$ cat src/rtl/mult_pkg.sv
// Shared types and defaults for the shift-add multiplier sequencer.
package mult_pkg;

    typedef enum logic [1:0] {
        ST_IDLE = 2'd0,
        ST_LOAD = 2'd1,
        ST_MULT = 2'd2,
        ST_DONE = 2'd3
    } state_t;

    localparam int unsigned DEF_WIDTH   = 8;
    localparam int unsigned DEF_PROD_W  = 16;
    localparam int unsigned DEF_WIN_MAX = 1;

    // Width of an index register that must reach max_val (at least one bit).
    function automatic int unsigned idx_width(input int unsigned max_val);
        return (max_val > 0) ? $clog2(max_val + 1) : 1;
    endfunction

endpackage

$ cat src/rtl/sat_updown.sv
// Saturating up/down counter; inc and dec together hold the value.
module sat_updown
    import mult_pkg::*;
#(
    parameter int unsigned MAX = DEF_WIN_MAX,
    parameter int unsigned W   = idx_width(MAX)
) (
    input  logic         clk,
    input  logic         rst,
    input  logic         clr,
    input  logic         en,
    input  logic         inc,
    input  logic         dec,
    output logic [W-1:0] cnt
);

    logic [W-1:0] cnt_n;

    always_comb begin
        cnt_n = cnt;
        if (clr) begin
            cnt_n = '0;
        end else if (en) begin
            if (inc && !dec && (cnt != W'(MAX))) begin
                cnt_n = cnt + W'(1);
            end else if (dec && !inc && (cnt != '0)) begin
                cnt_n = cnt - W'(1);
            end
        end
    end

    always_ff @(posedge clk) begin
        if (!rst) begin
            cnt <= '0;
        end else begin
            cnt <= cnt_n;
        end
    end

endmodule

$ cat src/rtl/mult_sequencer.sv
// Load/multiply/done controller for the serial shift-add multiplier datapath.
module mult_sequencer
    import mult_pkg::*;
#(
    parameter int unsigned WIDTH   = DEF_WIDTH,
    parameter int unsigned PROD_W  = DEF_PROD_W,
    parameter int unsigned WIN_MAX = DEF_WIN_MAX,
    localparam int unsigned WIN_W  = idx_width(WIN_MAX)
) (
    input  logic             clk,
    input  logic             rst,
    input  logic             clr,
    input  logic             start,
    input  logic             scroll_l,
    input  logic             scroll_r,
    output logic             load_a,
    output logic             load_b,
    output logic             spm_clr,
    output logic             prod_clr,
    output logic             prod_shift,
    output logic             busy,
    output logic             done,
    output logic [WIN_W-1:0] win
);

    localparam int unsigned CNT_W = $clog2(PROD_W);

    state_t           state;
    state_t           state_n;
    logic [CNT_W-1:0] cnt;
    logic [CNT_W-1:0] cnt_n;
    logic             load_a_n;
    logic             load_b_n;
    logic             spm_clr_n;
    logic             prod_clr_n;
    logic             prod_shift_n;
    logic             busy_n;
    logic             done_n;
    logic             win_clr;

    // Next state and phase counter; clr overrides everything including start.
    always_comb begin
        state_n  = state;
        cnt_n    = cnt;
        load_a_n = 1'b0;
        if (clr) begin
            state_n = ST_IDLE;
            cnt_n   = '0;
        end else begin
            unique case (state)
                ST_IDLE, ST_DONE: begin
                    if (start) begin
                        state_n  = ST_LOAD;
                        cnt_n    = '0;
                        load_a_n = 1'b1;
                    end
                end
                ST_LOAD: begin
                    if (cnt == CNT_W'(WIDTH - 1)) begin
                        state_n = ST_MULT;
                        cnt_n   = '0;
                    end else begin
                        cnt_n = cnt + CNT_W'(1);
                    end
                end
                ST_MULT: begin
                    if (cnt == CNT_W'(PROD_W - 1)) begin
                        state_n = ST_DONE;
                        cnt_n   = '0;
                    end else begin
                        cnt_n = cnt + CNT_W'(1);
                    end
                end
                default: begin
                    state_n = ST_IDLE;
                    cnt_n   = '0;
                end
            endcase
        end
    end

    // Moore decode of the next state, registered so outputs track state exactly.
    always_comb begin
        load_b_n     = (state_n == ST_LOAD);
        spm_clr_n    = (state_n == ST_LOAD);
        prod_clr_n   = (state_n == ST_LOAD);
        prod_shift_n = (state_n == ST_MULT);
        busy_n       = (state_n == ST_LOAD) || (state_n == ST_MULT);
        done_n       = (state_n == ST_DONE);
    end

    always_ff @(posedge clk) begin
        if (!rst) begin
            state      <= ST_IDLE;
            cnt        <= '0;
            load_a     <= 1'b0;
            load_b     <= 1'b0;
            spm_clr    <= 1'b0;
            prod_clr   <= 1'b0;
            prod_shift <= 1'b0;
            busy       <= 1'b0;
            done       <= 1'b0;
        end else begin
            state      <= state_n;
            cnt        <= cnt_n;
            load_a     <= load_a_n;
            load_b     <= load_b_n;
            spm_clr    <= spm_clr_n;
            prod_clr   <= prod_clr_n;
            prod_shift <= prod_shift_n;
            busy       <= busy_n;
            done       <= done_n;
        end
    end

    // Window returns to 0 on abort or on a restart from DONE.
    assign win_clr = clr || ((state == ST_DONE) && start);

    sat_updown #(
        .MAX (WIN_MAX),
        .W   (WIN_W)
    ) u_win (
        .clk (clk),
        .rst (rst),
        .clr (win_clr),
        .en  (state == ST_DONE),
        .inc (scroll_r),
        .dec (scroll_l),
        .cnt (win)
    );

endmodule

$ cat config.mk
export PLATFORM = sky130hd
export DESIGN_NAME = mult_sequencer
export DESIGN_NICKNAME = d
export VERILOG_FILES = /design/src/rtl/mult_pkg.sv /design/src/rtl/sat_updown.sv /design/src/rtl/mult_sequencer.sv
export SDC_FILE = /design/constraint.sdc
export NUM_CORES = 1
export LEC_CHECK = 0
export CAP_MARGIN = 15
export CORE_MARGIN = 3
export CORE_UTILIZATION = 35
export DETAILED_ROUTE_END_ITERATION = 8
export SYNTH_ARGS = -nofsm -noshare
export SYNTH_HDL_FRONTEND = slang
export SYNTH_SLANG_ARGS = --single-unit
export TNS_END_PERCENT = 10
$ cat constraint.sdc
create_clock -name clk -period 2.18 [get_ports clk]
set_clock_uncertainty 0.15 [all_clocks]
set_input_delay 0.436 -clock clk [delete_from_list [all_inputs] [get_ports clk]]
set_output_delay 0.436 -clock clk [all_outputs]
set_load 0.02 [all_outputs]
## Yosys cells after proc, flatten, opt, wreduce, memory -nomap -nowiden

Cells that the tools add are included.

| word-level totals | value |
|---|---|
| register bits | 12 |
| input bits | 6 |
| output and inout port bits | 8 |
| logic and storage cells | 51 |

| operators by class | value |
|---|---|
| $add $sub $neg | 3 |
| equal/unequal tests | 9 |
| multiplexer cells | 12 |
| bitwise gates (word level) | 3 |
| reduce and logical (&&, ||, !) cells | 16 |

Operator list:

| kind | number |
|---|---|
| two-way mux 4 bit | 3 |
| case mux 4 bit (3 select lines) | 1 |
| equality test 2 bit, second input constant | 4 |
| two-way mux 2 bit | 4 |
| case mux 2 bit (3 select lines) | 1 |
| OR reduction 2 bit | 3 |
| logical AND 1 bit | 5 |
| adder 4 x 1 -> 4 bit, second input constant | 1 |
| equality test 2 x 1 -> 1 bit, second input constant | 2 |
| equality test 4 x 3 -> 1 bit, second input constant | 1 |
| equality test 4 bit, second input constant | 1 |
| two-way mux 1 bit | 3 |
| NOT 1 bit | 3 |
| OR reduction 3 bit | 1 |
| logical NOT 1 bit | 2 |
| logical NOT 2 bit | 1 |
| logical OR 1 bit | 2 |
| inequality test 2 bit, second input constant | 1 |
| AND reduction 2 bit | 1 |
| nonzero test 2 bit | 1 |
| adder 1 bit, second input constant | 1 |
| subtractor 1 bit, second input constant | 1 |

## Longest topological paths before layout

| logic depth | value |
|---|---|
| depth in word-level cells | 6 |
| gate-level depth with buffers | 8 |
| depth with buffers taken out | 8 |

## By module

A second synthesis with hierarchy kept.

| unflattened totals | value |
|---|---|
| cells, all modules | 69 |
| area, all modules | 626.9 sq um |

Modules (own cells, without submodules):

| module | instances | cells each | area each (sq um) | seq. area each (sq um) |
|---|---|---|---|---|
| mult_sequencer | 1 | 62 | 576.8 | 220.2 |
| sat_updown | 1 | 7 | 50.0 | 20.0 |

## Worst setup path before layout

OpenSTA, ideal clock, no wires.

| timing path | value |
|---|---|
| path kind | register -> register |
| from | register state[0] |
| to | register busy |
| setup time | 0.065 ns |
| data arrival time | 1.764 ns |
| data required time | 1.965 ns |
| path slack | 0.201 ns |
| stages on the path, launching flop included | 8 |
| path buffers | 0 |
| period minus slack after synthesis | 1.979 ns |
| cells stage by stage | dfxtp_1 > inv_1 > ha_1 > and2b_2 > a22o_1 > or2_1 > ha_1 > nor2b_1 |

| between the ends | value |
|---|---|
| cells in the longest elaborated chain, start to end | 6 |
| elaborated cells between the ends (all ways) | 13 |
| classes of those cells | eq/ne: 5; mux: 5; reduce/logical: 3 |

Ends and longest elaborated chain:

| what | RTL line | source |
|---|---|---|
| start, declared | mult_sequencer.sv:28 | `state_t state;` |
| start signal, assigned | mult_sequencer.sv:104 | `state <= state_n;` |
| equality test 2 bit / logical NOT 2 bit (equally long branches) | mult_sequencer.sv:50 | `unique case (state)` |
| OR reduction 2 bit | mult_sequencer.sv:50 |  |
| case mux 2 bit (3 select lines) * | mult_sequencer.sv:50 |  |
| two-way mux 2 bit * | mult_sequencer.sv:46 | `if (clr) begin` |
| equality test 2 x 1 -> 1 bit / equality test 2 bit (equally long branches) | mult_sequencer.sv:88 | `busy_n = (state_n == ST_LOAD) \|\| (state_n == ST_MULT);` |
| logical OR 1 bit * | mult_sequencer.sv:88 |  |
| end signal, assigned | mult_sequencer.sv:111 | `busy <= busy_n;` |
| end, declared | mult_sequencer.sv:21 | `output logic busy,` |

Mark *: on every way between the ends. The rest lies on a longest branch, timed or not.
A chain may end at the register's enable or synchronous reset.

## Final worst setup path

| timing path | value |
|---|---|
| from | register state[0] |
| to | register prod_clr |

| between the ends | value |
|---|---|
| cells in the longest elaborated chain, start to end | 5 |
| elaborated cells between the ends (all ways) | 11 |
| classes of those cells | eq/ne: 4; mux: 5; reduce/logical: 2 |

Ends and longest elaborated chain:

| what | RTL line | source |
|---|---|---|
| equality test 2 bit / logical NOT 2 bit (equally long branches) | mult_sequencer.sv:50 |  |
| OR reduction 2 bit | mult_sequencer.sv:50 |  |
| case mux 2 bit (3 select lines) * | mult_sequencer.sv:50 |  |
| two-way mux 2 bit * | mult_sequencer.sv:46 |  |
| net state_n[1] | mult_sequencer.sv:29 | `state_t state_n;` |
| equality test 2 x 1 -> 1 bit * | - |  |
| net load_b_n | mult_sequencer.sv:33 | `logic load_b_n;` |
| end signal, assigned | mult_sequencer.sv:109 | `prod_clr <= prod_clr_n;` |
| end, declared | mult_sequencer.sv:19 | `output logic prod_clr,` |

Mark *: on every way through the listed nets, which the timed path passes. The rest lies on a longest branch.

==> out/metrics.yaml <==
htree_levels: 1
fmax_ghz: 0.5001
avgRoutedWirePerCell_um: 10.65
ys_async_sr_fraction_pct: 0
drv_cap: 0
cts_buffer_depth: 2
clock_latency_ns: 0.27
worstMarginPinSlew_ns: 0.3021
setup_tns_ns: 0
hold_viol_final: 0
yosys-mux-area-fraction_pct: 3.219
cts_root_buf: "clkbuf_4"
gr-total-overflow: 0
grt_pass1_wl_um: 1987
relSlewSlack_pct: 79.86
antenna_found_initial: 0
place_congestion: 0.8048
syn_area_sq_um: 621.8
die_x_um: 48.15
yosysTopAreaCell: "dfxtp_1"
synthesis.nets: 81
port-buffer-count: 13
rows: 14
viasPerCell: 4.558
synth-main-ff-cell: "dfxtp_1"
worstSetupPathType: "reg -> reg"
post_cts_buffers: 0
r2r_start: "state[0]"
rsz0062_at_grt: "false"
final.setup.worst_slack_ns: 0.1805
hpwl_um: 960.5
synth-edff-count: 0
cts_tree: "yes"
syn_avg_cell_area_sq_um: 9.145
nets: 103
drt_pass1_iterations: 4
post-route-period-util_pct: 91.72
run_status: "completed"
io_pins: 14
ir_worst_vdd_mv: 0.2427
grt_use_total_pct: 12.75
path_cells: "inv_1 -> ha_1 -> o21ba_2 -> a21oi_2 -> a211oi_2 -> inv_1 -> ha_1 -> and2_1"
cp_data_arrival_time_ns: 2.02
path_delay_family: "compound AO/OA/AOI/OAI gates"
synth_top_family_by_area: "simple AND/OR/NAND/NOR gates"
synth_fa_ha_area_share_pct: 14.08
cts_resized: 0
grt_max_degree: 8
synth_top_area_share_pct: 38.63
slowest_stage: "ha_1"
grt_pass1_vias: 471
cp_num_buf_inv: 2
startpoint_type: "flop"
holdCritStartpoint: "u_win.cnt"
cts_inserted_buffers: 3
core_sq_mm: 0.001594
slew_viol_final: 0
required_ns: 2.20
holdCritPathClass: "reg -> reg"
critPathLaunch: "state[0]"
postSynthCellCount: 68
synth_common_cells: "dfxtp_1, nor2_1, ha_1, and2_1"
die_y_um: 48.15
areaGrowthSynthToFinish_pct: 36.42
p_per_area_mw_per_mm2: 548.6
setup_violations: 0
synth-xor-area-share_pct: 0
end_kind: "flop"
ys_seq_area_share_pct: 38.63
period_minus_slack_ns: 2.000
holdBufCountCts: 0
synth.distinct_cells: 25
cts.clk_slew.worst_paths_ns: 0.08
drt_iter0_drc: 4
drc: 0
vias: 515
routed_wl_um: 1204
detail-route-antenna-nets: 0
synth_simple_gate_area_share_pct: 21.53
layout-drive-gt1-share_pct: 15.73
ys_warn_count: 0
total_power_uw: 465.4
num_antenna_cells: 0
synth_compound_area_share_pct: 17.71
pre_cts_slack_ns: 0.005475
crit_path_max_fanout: 5
initial_core_util_pct: 39.01
slowest_delay_ns: 0.34
clock_sinks: 12
ys_seq_elements: 12
yosys-top-cells-area: "dfxtp_1, ha_1, and2_1"
dieArea_sq_mm: 0.002318
power_leakage_nw: 0.3476
yosys.cell_count.top_type: "dfxtp_1"
logic make-up (layout without fill, tap and decap cells):
logic type                 after synthesis  count (layout)
and+or+nand+nor                         25              25
AOI/OAI and AO/OA                       16              16
DFF                                     12              12
adders and majority gates                7               7
buffers and inverters                    6              27
muxes                                    2               2
cells in the final DEF, fill, tap and decap left out, drive strengths merged, types with 2 or more instances in the layout:
cell / netlist / routed
inv: 4 / 4
dfxtp: 12 / 12
and2: 5 / 5
o21ai: 4 / 4
nand2b: 2 / 2
nor2: 8 / 8
a21oi: 4 / 4
nand2: 2 / 2
clkbuf: 0 / 4
nand3: 2 / 2
clkdlybuf4s50: 0 / 13
mux2i: 2 / 2
buf: 2 / 6
ha: 7 / 7
nand3b: 2 / 2
a31oi: 2 / 2
path summary, 6_finish.rpt:
check             slack, ns         to  depth (start not counted)
setup / recovery       0.18   prod_clr                          8
hold / removal         0.35  u_win.cnt                          2
setup reg to reg       0.18   prod_clr                          8
hold reg to reg        0.35  u_win.cnt                          2
routing by layer:
layer / GRT usage [%] / vias up / wire length [um]
li1: - / 273 / -
met1: 16.37 / 236 / 628
met2: 18.75 / 4 / 536
met3: 3.321 / 2 / 29
met4: 8.065 / 0 / 10
met5: 0 / - / 0
flip-flops by register name (all words and copies together), names as in the netlist:
name and count:
cnt 4, busy 1, load_a 1, prod_shift 1, done 1, prod_clr 1
u_win.cnt 1, state 2
worst reg2reg max path: cells and delay by family, from the launching register on:
kind                     cells  cell delay [ns]
buffers and inverters        2             0.13
flip-flops                   1             0.33
AO/OA/AOI/OAI                3             0.62
adder cells (fa/ha/maj)      2             0.51
AND/OR/NAND/NOR              1             0.15
metrics by stage:
step / cell area [sq um] / utilization (%) / hold WS [ns] / instances
6_report: 848.3 / 53.22 / 0.3528 / 113
5_1_grt: 848.3 / 53.22 / 0.3786 / 113
4_1_cts: 848.3 / 53.22 / 0.3554 / 113
3_5_place_dp: 812.0 / 50.94 / 0.3420 / 109
3_3_place_gp: 812.0 / 50.94 / 0.3257 / 109
2_1_floorplan: 621.8 / - / 0.3359 / 68
final cells by class:
class	instances	area (sq um)
inverter	4	15.01
sequential	12	240.2
tap	24	30.03
timing repair buffer	19	175.2
multi-input combinational	50	351.6
fill	161	745.7
clock buffer	4	36.28
where the power goes:
| group | leakage (nW) | switching (mW) | internal [mW] | total [mW] |
|---|---|---|---|---|
| clock network | 0.0210 | 0.0798 | 0.101 | 0.181 |
| registers | 0.0973 | 0.00184 | 0.223 | 0.225 |
| logic | 0.229 | 0.0275 | 0.0318 | 0.0593 |
| total | 0.348 | 0.109 | 0.356 | 0.465 |
Power figures use the tool's default switching activity.
